File: config.mk
export PLATFORM = sky130hd
export DESIGN_NAME = conv_detect_core
export DESIGN_NICKNAME = d
export VERILOG_FILES = /design/src/rtl/conv_detect_core.sv
export SDC_FILE = /design/constraint.sdc
export NUM_CORES = 1
export LEC_CHECK = 0
export BUFFER_PORTS_ARGS = -buffer_cell sky130_fd_sc_hd__buf_2
export CORE_ASPECT_RATIO = 0.7
export CORE_MARGIN = 5
export CORE_UTILIZATION = 65
export DETAILED_ROUTE_END_ITERATION = 10
export GPL_TIMING_DRIVEN = 0
export PLACE_DENSITY = 0.81
export REMOVE_ABC_BUFFERS = 1
export SETUP_SLACK_MARGIN = 0.5
export SLEW_MARGIN = 40
export SYNTH_ARGS = -nofsm -noshare
export SYNTH_HDL_FRONTEND = slang
export SYNTH_SLANG_ARGS = --single-unit
File: constraint.sdc
create_clock -name clk -period 21.1 [get_ports clk]
set_clock_uncertainty 0.05 [all_clocks]
set_input_delay 1.055 -clock clk [delete_from_list [all_inputs] [get_ports clk]]
set_output_delay 1.055 -clock clk [all_outputs]
set_load 0.005 [all_outputs]
File: src/rtl/conv_detect_core.sv
// conv_detect_core: per-channel sliding-window sum (K = 3/5/7/9) with a
// peak/direction detector across CHANNELS microphone inputs.
// Optional build macro: CONV_DETECT_STICKY_EN. When it is defined, detected
// latches on the first hit and direction/peak_sum freeze until reset or FLUSH.

// One channel's sample history and window sum.
module conv_detect_lane #(
  parameter int DATA_W = 8,
  parameter int ACC_W  = DATA_W + 4
) (
  input  logic              clk,
  input  logic              reset,
  input  logic              acc,
  input  logic              clr,
  input  logic [3:0]        k_m1,
  input  logic [DATA_W-1:0] sample,
  output logic [ACC_W-1:0]  sum
);
  // The 9-deep window is the incoming sample plus 8 stored ones.
  // The sum covers the accept in progress, so outputs register on the accepting edge.
  logic [7:0][DATA_W-1:0] hist;

  // Incoming sample plus the newest K-1 stored samples.
  always_comb begin
    sum = ACC_W'(sample);
    for (int i = 0; i < 8; i++)
      if (4'(i) < k_m1) sum = sum + ACC_W'(hist[i]);
  end

  // Shift history on accept; FLUSH zeroes it.
  always_ff @(posedge clk or posedge reset) begin
    if (reset)    hist <= '0;
    else if (clr) hist <= '0;
    else if (acc) hist <= {hist[6:0], sample};
  end
endmodule

module conv_detect_core #(
  parameter int DATA_W   = 8,
  parameter int CHANNELS = 4,
  parameter int ACC_W    = DATA_W + 4,
  parameter int CH_W     = $clog2(CHANNELS)
) (
  input  logic                       clk,
  input  logic                       reset,
  input  logic                       in_valid,
  output logic                       in_ready,
  input  logic [CHANNELS*DATA_W-1:0] sample_in,
  input  logic [1:0]                 kernel_size,
  input  logic [ACC_W-1:0]           threshold,
  output logic                       out_valid,
  output logic                       detected,
  output logic [CH_W-1:0]            direction,
  output logic [ACC_W-1:0]           peak_sum
);
  typedef enum logic [1:0] {FILL, RUN, FLUSH} state_t;

  state_t                       state;
  logic [1:0]                   ks_lat;
  logic [3:0]                   cnt;
  logic [3:0]                   k_val, k_m1, cnt_nxt;
  logic                         accept, clr, hit_k;
  logic [CHANNELS-1:0][ACC_W-1:0] sums;
  logic [ACC_W-1:0]             best_sum;
  logic [CH_W-1:0]              best_idx;

  assign in_ready = (state != FLUSH);
  assign accept   = in_valid && in_ready;
  assign clr      = (state == FLUSH);
  assign k_val    = {1'b0, ks_lat, 1'b0} + 4'd3;
  assign k_m1     = k_val - 4'd1;
  assign cnt_nxt  = cnt + 4'd1;
  assign hit_k    = (cnt_nxt >= k_val);

  for (genvar c = 0; c < CHANNELS; c++) begin : g_lane
    conv_detect_lane #(.DATA_W(DATA_W), .ACC_W(ACC_W)) u_lane (
      .clk    (clk),
      .reset  (reset),
      .acc    (accept),
      .clr    (clr),
      .k_m1   (k_m1),
      .sample (sample_in[c*DATA_W +: DATA_W]),
      .sum    (sums[c])
    );
  end

  // Largest window sum; strict > keeps ties on the lowest channel.
  always_comb begin
    best_sum = sums[0];
    best_idx = '0;
    for (int c = 1; c < CHANNELS; c++)
      if (sums[c] > best_sum) begin
        best_sum = sums[c];
        best_idx = CH_W'(c);
      end
  end

  // Control FSM with registered result outputs.
  always_ff @(posedge clk or posedge reset) begin
    if (reset) begin
      state     <= FILL;
      ks_lat    <= 2'b00;
      cnt       <= '0;
      out_valid <= 1'b0;
      detected  <= 1'b0;
      direction <= '0;
      peak_sum  <= '0;
    end else begin
      out_valid <= 1'b0;
      case (state)
        FLUSH: begin
          state <= FILL;
          cnt   <= '0;
`ifdef CONV_DETECT_STICKY_EN
          detected <= 1'b0;
`endif
        end
        default: begin
          if (accept) begin
            // Saturate at the deepest window; only >= K matters afterwards.
            if (cnt < 4'd9) cnt <= cnt_nxt;
            if (hit_k) begin
              state     <= RUN;
              out_valid <= 1'b1;
`ifdef CONV_DETECT_STICKY_EN
              if (!detected) begin
`else
              begin
`endif
                peak_sum  <= best_sum;
                direction <= best_idx;
                detected  <= (best_sum >= threshold);
              end
            end
          end
          // A kernel change is the last thing this cycle; the FLUSH cycle then clears.
          if (kernel_size != ks_lat) begin
            state  <= FLUSH;
            ks_lat <= kernel_size;
          end
        end
      endcase
    end
  end
endmodule
==> impl_results.md, run 1 <==
- Status: finished clean
- Vias in the first global route: 23737
- Largest net degree at the start of global routing: 75
- GRT Resource Usage Total: 0.297
- Layout Cells excl Fill: 3835
- Core ar.: 42200 um2
- Yosys cell types: 96
- Final instance area: 30100 um2
- Clock slew at reported path FFs: 0.06 ns
- Die Area: 46700 um2
- Final antenna-violating net count: 0
- Diodes inserted: 0
- Syn Inst Count: 3250
- Hold-critical path depth: 2
- Placed Instances: 3769
- Setup slack, reg-to-reg: 1.71 ns
- Register area: 7010 um2
- Relative slew slack: 0.448
- H-tree Lvls: 2
- Clk_lat worst skew: 0.53 ns
- Fin nets: 3651
- Row count: 63
- Final worst-path cycle share: 0.919
- Worst Path Arrival: 19.75 ns
- Yosys top cell area share: 0.254
- Vias/cell: 6.24
- Final min period: 19.39 ns
- FF-to-FF path depth: 88
- CP Launch Type: flip-flop
- CTS root buffer: clkbuf_16
- EDFF count, synth: 0
- # DRC: 0
- Antenna violations before repair: 0
- Unrepaired setup endpoints after global routing: false
- Setup violations, final: 0
- Worst-path maximum fanout: 54
- Dpl hpwl: 52.9 mm
- WHS Endpoint: direction[1]
- Max_cap viols: 0
- Starting Density: 0.654
- Max incr delay on CP: 0.75 ns
- Hold_sp: direction[1]
- Critical path class: flip-flop to flip-flop
- Hold Path Class: flip-flop to flip-flop
- Asr flop ratio synth: 1.00
- Vias: 23925
- Worst R2R End: detected
- Final Hold Fails: 0
- Setup crit end kind: flip-flop
- Wire length per cell: 18.7 um
- Layout cell share with drive strength beyond 1: 0.0731
- Iteration-0 DRC Markers: 2260
- Critical path data required time: 21.46 ns
- TritonCTS clock tree: yes
- TritonCTS Buffers: 35
- Multi-input gate area: 19400 um2
- Die Span Y: 182 um
- Slew @ Worst Pin: 0.805 ns
- Filler cells: 3216
- Leading area contributor after synthesis: dfrtp_1
- Worst-case clock buffer depth: 3
- CTS Sinks: 280
- P&R area growth vs syn: 9.34%
- Synthesized flop and latch total: 280
- DIE WIDTH: 256 um
- Cell area after synthesis: 27600 um2
- Top post-synthesis cells by area: dfrtp_1, ha_1, mux2i_1
- First-pass GRT wire length: 118 mm
- Ys Warns: 0
- I/O pins: 66
- Iteration count of the initial detailed-routing pass: 5
- Drt total wl: 71.8 mm
- Max Slew Vio Count: 0
- Area post-placement: 28800 um2
- Worst R2R Start: ks_lat[0]
- PortBufs: 65
- Routability cong.: 0.939
- Grt ovf: 0
- Crit-path slowest cell: or4_1
- Sequential fraction of the synthesis area: 0.254
- Fmax: 0.0516 GHz
- Main flop type after synthesis: dfrtp_1
- Syn avg cell area: 8.48 um2
- CP most frequent cell: a21oi_1
## cell usage after synthesis, types with 10 or more instances
cell	n
nor2_1	428
ha_1	312
mux2i_1	290
dfrtp_1	280
o21ai_0	217
inv_1	212
a21oi_1	209
nand2_1	163
a21o_1	141
xnor2_1	121
clkbuf_1	90
xor2_1	89
nor2b_1	55
nor3_1	50
nand2b_1	47
and2_1	45
o21bai_1	44
o21a_1	43
fa_1	32
buf_1	30
o31ai_1	28
a211oi_1	25
nand3_1	25
or3_1	18
or2_2	16
a21boi_0	15
nand4_1	15
o211ai_1	14
and3_1	12
o22ai_1	12
a31o_2	10
a31oi_1	10
nor4_1	10
o21ai_1	10
## final cells by class
class | instances | share of cell area
Clock buffer | 49 | 0.0339
Sequential cell | 280 | 0.233
Timing Repair Buffer | 96 | 0.0332
Inverter | 213 | 0.0270
Multi-Input combinational cell | 2632 | 0.645
Clock inverter | 13 | 0.00569
Tap cell | 552 | 0.0229
## worst max-delay path, delay by kind of cell (launching register included)
family / cells / cell delay [ns]
AO/OA/AOI/OAI: 43 / 8.71
XOR/XNOR: 5 / 0.95
adder cells (fa/ha/maj): 12 / 4.01
buffers and inverters: 5 / 1.21
flip-flops: 1 / 0.64
AND/OR/NAND/NOR: 23 / 3.58
## kinds of logic after synthesis
family,count (synthesis),synth area share
xor+xnor,218,0.0722
buf+inv,340,0.0474
simple gates,910,0.152
compound gates,855,0.199
fa+ha+maj,347,0.166
flops,280,0.254
mux,300,0.110
## per-layer routing
metal / track usage / vias up / wire length (um) / share of wire
met3: 0.0397 / 105 / 4450 / 0.062
met5: 0 / - / 0 / 0
met4: 0.0688 / 0 / 1450 / 0.020
li1: - / 11513 / - / -
met2: 0.472 / 732 / 32000 / 0.45
met1: 0.436 / 11575 / 33900 / 0.47
## state kept, by name (all words and copies together), names as in the netlist
signal and cells:
ks_lat 2, state 2, out_valid 1, direction 2
detected 1, g_lane.u_lane.hist 256, cnt 4, peak_sum 12
## placed cells by master, fill, tap and decap left out, types with 12 or more instances in the layout
master     netlist  final
fa_1            32     32
a211oi_1        25     25
mux2i_1        290    288
xor2_1          89     89
o21a_1          43     43
nor3_1          50     50
o21bai_1        44     44
nor2_1         428    426
o21ai_0        217    216
or3_1           18     18
a21oi_1        209    208
a21o_1         141    141
nand2b_1        47     46
ha_1           312    310
nand3_1         25     23
inv_1          212    208
o211ai_1        14     14
nand4_1         15     15
xnor2_1        121    121
buf_2            3     64
a21boi_0        15     14
dfrtp_1        280    279
and2_1          45     45
o31ai_1         28     26
nor2b_1         55     54
buf_16           0     16
nand2_1        163    162
and3_1          12     12
or2_2           16     15
clkbuf_16        0     37
## through the flow
stage | setup TNS (ns) | utilization | setup slack (ns) | hold WS [ns]
after floorplan | 0 | - | 0.155 | 0.417
after global placement | -84.95 | 0.666 | -7.85 | 0.432
after detailed placement | 0 | 0.684 | 1.17 | 0.450
after CTS | 0 | 0.712 | 1.03 | 0.463
after global routing | 0 | 0.715 | 0.597 | 0.494
final | 0 | 0.715 | 1.71 | 0.456
## worst max path at each step
stage                     slack [ns]        to       from
final                           1.71  detected  ks_lat[0]
after global routing            0.60  detected  ks_lat[0]
after CTS                       1.03  detected  ks_lat[0]
after detailed placement        1.17  detected  ks_lat[0]
after global placement         -7.85  detected  ks_lat[0]
after floorplan                 0.16  detected  ks_lat[0]
## timing repair
| item | in CTS | in global routing |
|---|---|---|
| setup endpoints to repair | 0 | 1 |
| hold buffers | 0 | 0 |
| setup buffers | 0 | 2 |
| gates resized for setup | 0 | 11 |
Power of run 1 is left out: the tool's default activity adds up to more than one toggle a clock period on the data nets, which glitch-free logic cannot reach.
==> inputs of run 2 (changes only) <==
--- a/config.mk
+++ b/config.mk
@@ -8,10 +8,10 @@
 export BUFFER_PORTS_ARGS = -buffer_cell sky130_fd_sc_hd__buf_2
 export CORE_ASPECT_RATIO = 0.7
 export CORE_MARGIN = 5
-export CORE_UTILIZATION = 65
+export CORE_UTILIZATION = 60
 export DETAILED_ROUTE_END_ITERATION = 10
 export GPL_TIMING_DRIVEN = 0
-export PLACE_DENSITY = 0.81
+export PLACE_DENSITY = 0.76
 export REMOVE_ABC_BUFFERS = 1
 export SETUP_SLACK_MARGIN = 0.5
 export SLEW_MARGIN = 40
==> constraint.sdc (replaced) <==
create_clock -name clk -period 21.1 [get_ports clk]
set_clock_uncertainty 0.05 [all_clocks]
set_input_delay 0 -clock clk [delete_from_list [all_inputs] [get_ports clk]]
set_output_delay 0 -clock clk [all_outputs]
set_load 0.005 [all_outputs]
==> run 2 against run 1 <==
- sequential cell count stayed put
- count of clock-buffer cells in the layout is 2 higher
- first-iteration DRC count is 5.3% lower
- core utilization is 3.6 points lower
- hold slack worse by 0.34 ns
- fmax is 0.76% lower
- sequential share of layout area is 0.42 points lower
- design area is 1.8% higher
- global-route usage is 1.6 points lower
- register-to-register slack worse by 0.15 ns
==> impl_results.md, run 2 (synthesis results as in run 1) <==
- Vias: 24065 (+0.59%)
- Starting Density: 0.610 (-0.0440)
- Status: finished clean
- P&R area growth vs syn: 11.3%
- Clk_lat worst skew: 0.54 ns (about the same)
- Die Area: 50400 um2 (+7.9%)
- Unrepaired setup endpoints after global routing: false
- TritonCTS clock tree: yes
- Routability cong.: 0.946 (+0.70%)
- Worst Path Arrival: 19.92 ns (+0.17 ns)
- Top flop regs: g_lane.u_lane.hist: 256 flops, peak_sum: 12 flops, cnt: 4 flops
- First-pass GRT wire length: 120 mm (+1.8%)
- Final Util: 0.679 (-0.0360)
- PortBufs: 65 (unchanged)
- Max Slew Vio Count: 0 (unchanged)
- Max incr delay on CP: 0.67 ns (-0.08 ns)
- Wire length per cell: 18.6 um (-0.69%)
- Largest net degree at the start of global routing: 70 (-6.7%)
- H-tree Lvls: 2 (unchanged)
- Vias in the first global route: 24303 (+2.4%)
- Top reg by flops: g_lane.u_lane.hist
- Fin Setup TNS: 0 ns (unchanged)
- Relative slew slack: 0.416 (-0.0320)
- CTS Sinks: 280 (unchanged)
- Grt ovf: 0 (unchanged)
- Setup slack, reg-to-reg: 1.56 ns (-0.15 ns)
- CP Launch Type: flip-flop
- Core ar.: 45200 um2 (+7.2%)
- Row count: 65 (+3.2%)
- Antenna violations before repair: 0 (unchanged)
- Fin nets: 3693 (+1.2%)
- Iteration-0 DRC Markers: 2140 (-5.3%)
- Worst-path maximum fanout: 57 (+5.6%)
- Vias/cell: 6.13 (-1.7%)
- Final min period: 19.54 ns (+0.148 ns)
- Worst-case clock buffer depth: 3 (unchanged)
- Dpl hpwl: 53.8 mm (+1.7%)
- Filler cells: 3555 (+11%)
- Most frequent cells in the layout: nor2_1, ha_1, mux2i_1
- GRT Resource Usage Total: 0.282 (-0.0156)
- I/O pins: 66 (unchanged)
- Max_cap viols: 0 (unchanged)
- Drt total wl: 73.0 mm (+1.7%)
- Setup violations, final: 0 (unchanged)
- Layout cell share with drive strength beyond 1: 0.0713 (-0.00176)
- Hold Path Class: primary input to flip-flop
- Crit-path slowest cell: dfrtp_4
- Critical path class: flip-flop to flip-flop
- CTS root buffer: clkbuf_16
- Final worst-path cycle share: 0.926 (+0.00701)
- Iteration count of the initial detailed-routing pass: 6 (+1)
- Clock slew at reported path FFs: 0.06 ns (about the same)
- Fmax: 0.0512 GHz (-0.76%)
- Setup crit end kind: flip-flop
- TritonCTS Buffers: 35 (unchanged)
- DIE WIDTH: 266 um (+3.9%)
- Final antenna-violating net count: 0 (unchanged)
- Most common cell after layout, fill and taps aside: nor2_1
- Die Span Y: 189 um (+3.9%)
- Final Hold Fails: 0 (unchanged)
- Slew @ Worst Pin: 0.873 ns (+0.0684 ns)
- Critical path data required time: 21.48 ns (+0.02 ns)
- Max reg flops: 256 (unchanged)
- # DRC: 0 (unchanged)
-- run 2: path summary, 6_finish.rpt --
| path | end | depth (start not counted) | from |
|---|---|---|---|
| worst max register to register | detected | 91 | ks_lat[0] |
| worst min register to register | direction[1] | 2 | direction[1] |
| worst min-delay path | detected | 7 | threshold[9] |
| max in group asynchronous | g_lane[3].u_lane.hist[18] | 6 | reset |
| min in group asynchronous | g_lane[2].u_lane.hist[9] | 4 | reset |
| worst max-delay path | detected | 91 | ks_lat[0] |
-- run 2: worst max-delay path: cells and delay by family, from the launching register on --
kind / cells / cell delay (ns)
AO/OA/AOI/OAI: 40 / 8.49
AND/OR/NAND/NOR: 27 / 4.24
adder cells (fa/ha/maj): 12 / 3.88
buffers and inverters: 7 / 1.27
flip-flops: 1 / 0.67
XOR/XNOR: 4 / 0.64
multiplexers: 1 / 0.06
-- run 2: metal layers --
metal,global-route usage,wire [um],vias up,share of wire
met5,0,0,-,0
met4,0.0613,1150,0,0.016
met3,0.0423,4740,107,0.065
met2,0.443,32500,726,0.45
met1,0.415,34600,11686,0.47
li1,-,-,11546,-
-- run 2: metrics by stage --
| step | setup slack [ns] | hold slack [ns] | cells | area [um2] |
|---|---|---|---|---|
| 6_report | 1.56 | 0.115 | 3926 | 30700 |
| 2_1_floorplan | 0.155 | 0.0668 | 3123 | 27100 |
| 3_3_place_gp | -8.04 | 0.187 | 3791 | 28100 |
| 4_1_cts | 0.816 | 0.108 | 3919 | 30600 |
| 5_1_grt | 0.458 | 0.181 | 3925 | 30700 |
| 3_5_place_dp | 0.901 | -0.00972 | 3821 | 28900 |
-- run 2: repair_timing --
item                                   in CTS  in global routing
setup endpoints to repair                   0                  1
resized for setup                           0                 13
endpoints found under the hold margin     229                  0
setup buffers                               0                  3
hold buffers                               39                  0
-- run 2: area by class of cell --
cell class	count	area, um2	area share
Sequential cell	280	7010	0.228
Timing Repair Buffer	137	1430	0.0465
Inverter	213	816	0.0266
Tap cell	603	754	0.0246
Antenna cell	1	2.50	0.0000815
Multi-Input combinational cell	2633	19400	0.633
Clock buffer	51	1030	0.0335
Clock inverter	8	215	0.00701
Power of run 2 is left out for the same reason.
==> inputs of run 3 (changes only) <==
--- a/config.mk
+++ b/config.mk
@@ -6,12 +6,13 @@
 export NUM_CORES = 1
 export LEC_CHECK = 0
 export BUFFER_PORTS_ARGS = -buffer_cell sky130_fd_sc_hd__buf_2
+export CAP_MARGIN = 25
 export CORE_ASPECT_RATIO = 0.7
 export CORE_MARGIN = 5
 export CORE_UTILIZATION = 60
 export DETAILED_ROUTE_END_ITERATION = 10
 export GPL_TIMING_DRIVEN = 0
-export PLACE_DENSITY = 0.76
+export PLACE_DENSITY = 0.88
 export REMOVE_ABC_BUFFERS = 1
 export SETUP_SLACK_MARGIN = 0.5
 export SLEW_MARGIN = 40
==> run 3 against run 2 <==
- critical path depth fell by 2
- critical endpoint unchanged
- die area unchanged
- hold slack lost 0.12 ns
- first-iteration DRC count rose by 13%
- non-clock buffer count increased by 9
- the run now ends with negative hold slack left
- setup slack got worse by 0.12 ns
- core utilization is essentially flat
- register-to-register slack got worse by 0.12 ns
==> impl_results.md, run 3 (synthesis results as in run 1) <==
- Status: finished with violations
- Violated checks: negative hold slack
- DIE WIDTH: 266 um (unchanged)
- I/O pins: 66 (unchanged)
- Crit-path slowest cell: or4_1
- Largest net degree at the start of global routing: 77 (+10%)
- Layout Cells excl Fill: 3936 (+0.25%)
- Critical path data required time: 21.47 ns (about the same)
- Fin Setup TNS: 0 ns (unchanged)
- Grt ovf: 0 (unchanged)
- Max_cap viols: 0 (unchanged)
- Dpl hpwl: 50.2 mm (-6.7%)
- Worst-path maximum fanout: 63 (+11%)
- CP most frequent cell: o21ai_0
- PortBufs: 65 (unchanged)
- Most frequent cells in the layout: nor2_1, ha_1, mux2i_1
- # DRC: 0 (unchanged)
- CTS root buffer: clkbuf_16
- Slew @ Worst Pin: 0.934 ns (+0.0605 ns)
- Setup slack, reg-to-reg: 1.44 ns (-0.12 ns)
- Clk_lat worst skew: 0.54 ns (about the same)
- First-pass GRT wire length: 116 mm (-3.7%)
- Unrepaired setup endpoints after global routing: false
- Core ar.: 45200 um2 (unchanged)
- Top delay family on crit path: compound AO/OA/AOI/OAI gates
- Die Area: 50400 um2 (unchanged)
- Most common cell after layout, fill and taps aside: nor2_1
- Final min period: 19.66 ns (+0.119 ns)
- Setup crit end kind: flip-flop
- Relative slew slack: 0.371 (-0.0451)
- Vias/cell: 6.09 (-0.64%)
- Top reg by flops: g_lane.u_lane.hist
- Antenna violations before repair: 0 (unchanged)
- TritonCTS Buffers: 34 (-2.9%)
- Max Slew Vio Count: 0 (unchanged)
- Fin nets: 3700 (+0.19%)
- Starting Density: 0.610 (unchanged)
- Clock slew at reported path FFs: 0.06 ns (about the same)
- P&R area growth vs syn: 11.3% (about the same)
- Hold Path Class: primary input to asynchronous set/reset pin
- Top flop regs: g_lane.u_lane.hist: 256 flops, peak_sum: 12 flops, cnt: 4 flops
- Iteration count of the initial detailed-routing pass: 6 (unchanged)
- Max reg flops: 256 (unchanged)
- GRT Resource Usage Total: 0.269 (-0.0127)
- Final antenna-violating net count: 0 (unchanged)
- Critical path class: flip-flop to flip-flop
- H-tree Lvls: 2 (unchanged)
- Worst Path Arrival: 20.03 ns (+0.11 ns)
- Die Span Y: 189 um (unchanged)
- Row count: 65 (unchanged)
- Critical path buffers and inverters: 7 (unchanged)
- Setup violations, final: 0 (unchanged)
- Routability cong.: 0.982 (+3.8%)
- Vias: 23971 (-0.39%)
- Placed Instances: 3819 (-0.052%)
- CP Launch Type: flip-flop
- Iteration-0 DRC Markers: 2423 (+13%)
- Worst-case clock buffer depth: 3 (unchanged)
- Diodes inserted: 0 (-1)
- Fmax: 0.0509 GHz (-0.60%)
- Drt total wl: 70.0 mm (-4.0%)
- Final Hold Fails: 2 (+2)
- Wire length per cell: 17.8 um (-4.2%)
- WHS: -0.00655 ns (-0.122 ns)
- Max incr delay on CP: 0.77 ns (+0.10 ns)
- CTS Sinks: 280 (unchanged)
- Layout cell share with drive strength beyond 1: 0.0729 (+0.00156)
- Final worst-path cycle share: 0.932 (+0.00563)
- TritonCTS clock tree: yes
- Vias in the first global route: 23414 (-3.7%)
run 3: changes by cell type in the layout (fill, tap and decap cells not counted), moves of 2 or more:
cell	delta
buf_16	+2
buf_4	+4
buf_8	-3
bufinv_16	-6
clkbuf_1	-4
clkbuf_8	+5
clkinv_2	+6
dlygate4sd3_1	+7
mux2i_1	+2
mux2i_2	-2
run 3: worst paths after layout:
| path | startpoint | endpoint | cells after the start |
|---|---|---|---|
| setup / recovery | ks_lat[0] | detected | 89 |
| hold reg to reg | peak_sum[2] | peak_sum[2] | 2 |
| hold / removal | reset | cnt[3] | 3 |
| max in group asynchronous | reset | direction[1] | 5 |
| min in group clk | kernel_size[0] | ks_lat[0] | 4 |
| setup reg to reg | ks_lat[0] | detected | 89 |
run 3: tightest hold or removal path, delay by kind of cell:
kind,cells,cell delay [ns]
buffers and inverters,3,1.01
run 3: area by class of cell:
class	instances	area, um2
timing repair buffer	146	1520
sequential	280	7010
clock buffer	52	1080
inverter	213	812
tap	603	754
fill	3479	14500
multi-input combinational	2632	19400
clock inverter	10	81.3
run 3: timing repair:
action | 4_1_cts | 5_1_grt
resized for setup | 0 | 15
setup endpoints to repair | 0 | 1
buffers inserted | 0 | 7
hold buffers | 46 | 0
endpoints found under the hold margin | 276 | 0
run 3: metal layers:
layer	wire length [um]	share of wire	GRT usage
met5	0	0	0
met1	33000	0.47	0.401
met4	1220	0.017	0.0544
met2	30500	0.44	0.417
met3	5300	0.076	0.0427
run 3: stage by stage:
stage | utilization | instance area [um2] | hold WS [ns] | setup WS (ns)
3_5_place_dp | 0.639 | 28900 | 0.0318 | 1.36
4_1_cts | 0.675 | 30500 | 0.0168 | 0.611
2_1_floorplan | - | 27100 | 0.0668 | 0.155
6_report | 0.679 | 30700 | -0.00655 | 1.44
5_1_grt | 0.679 | 30700 | 0.0435 | 0.469
3_3_place_gp | 0.622 | 28100 | 0.189 | -7.46
Power of run 3 is left out for the same reason.
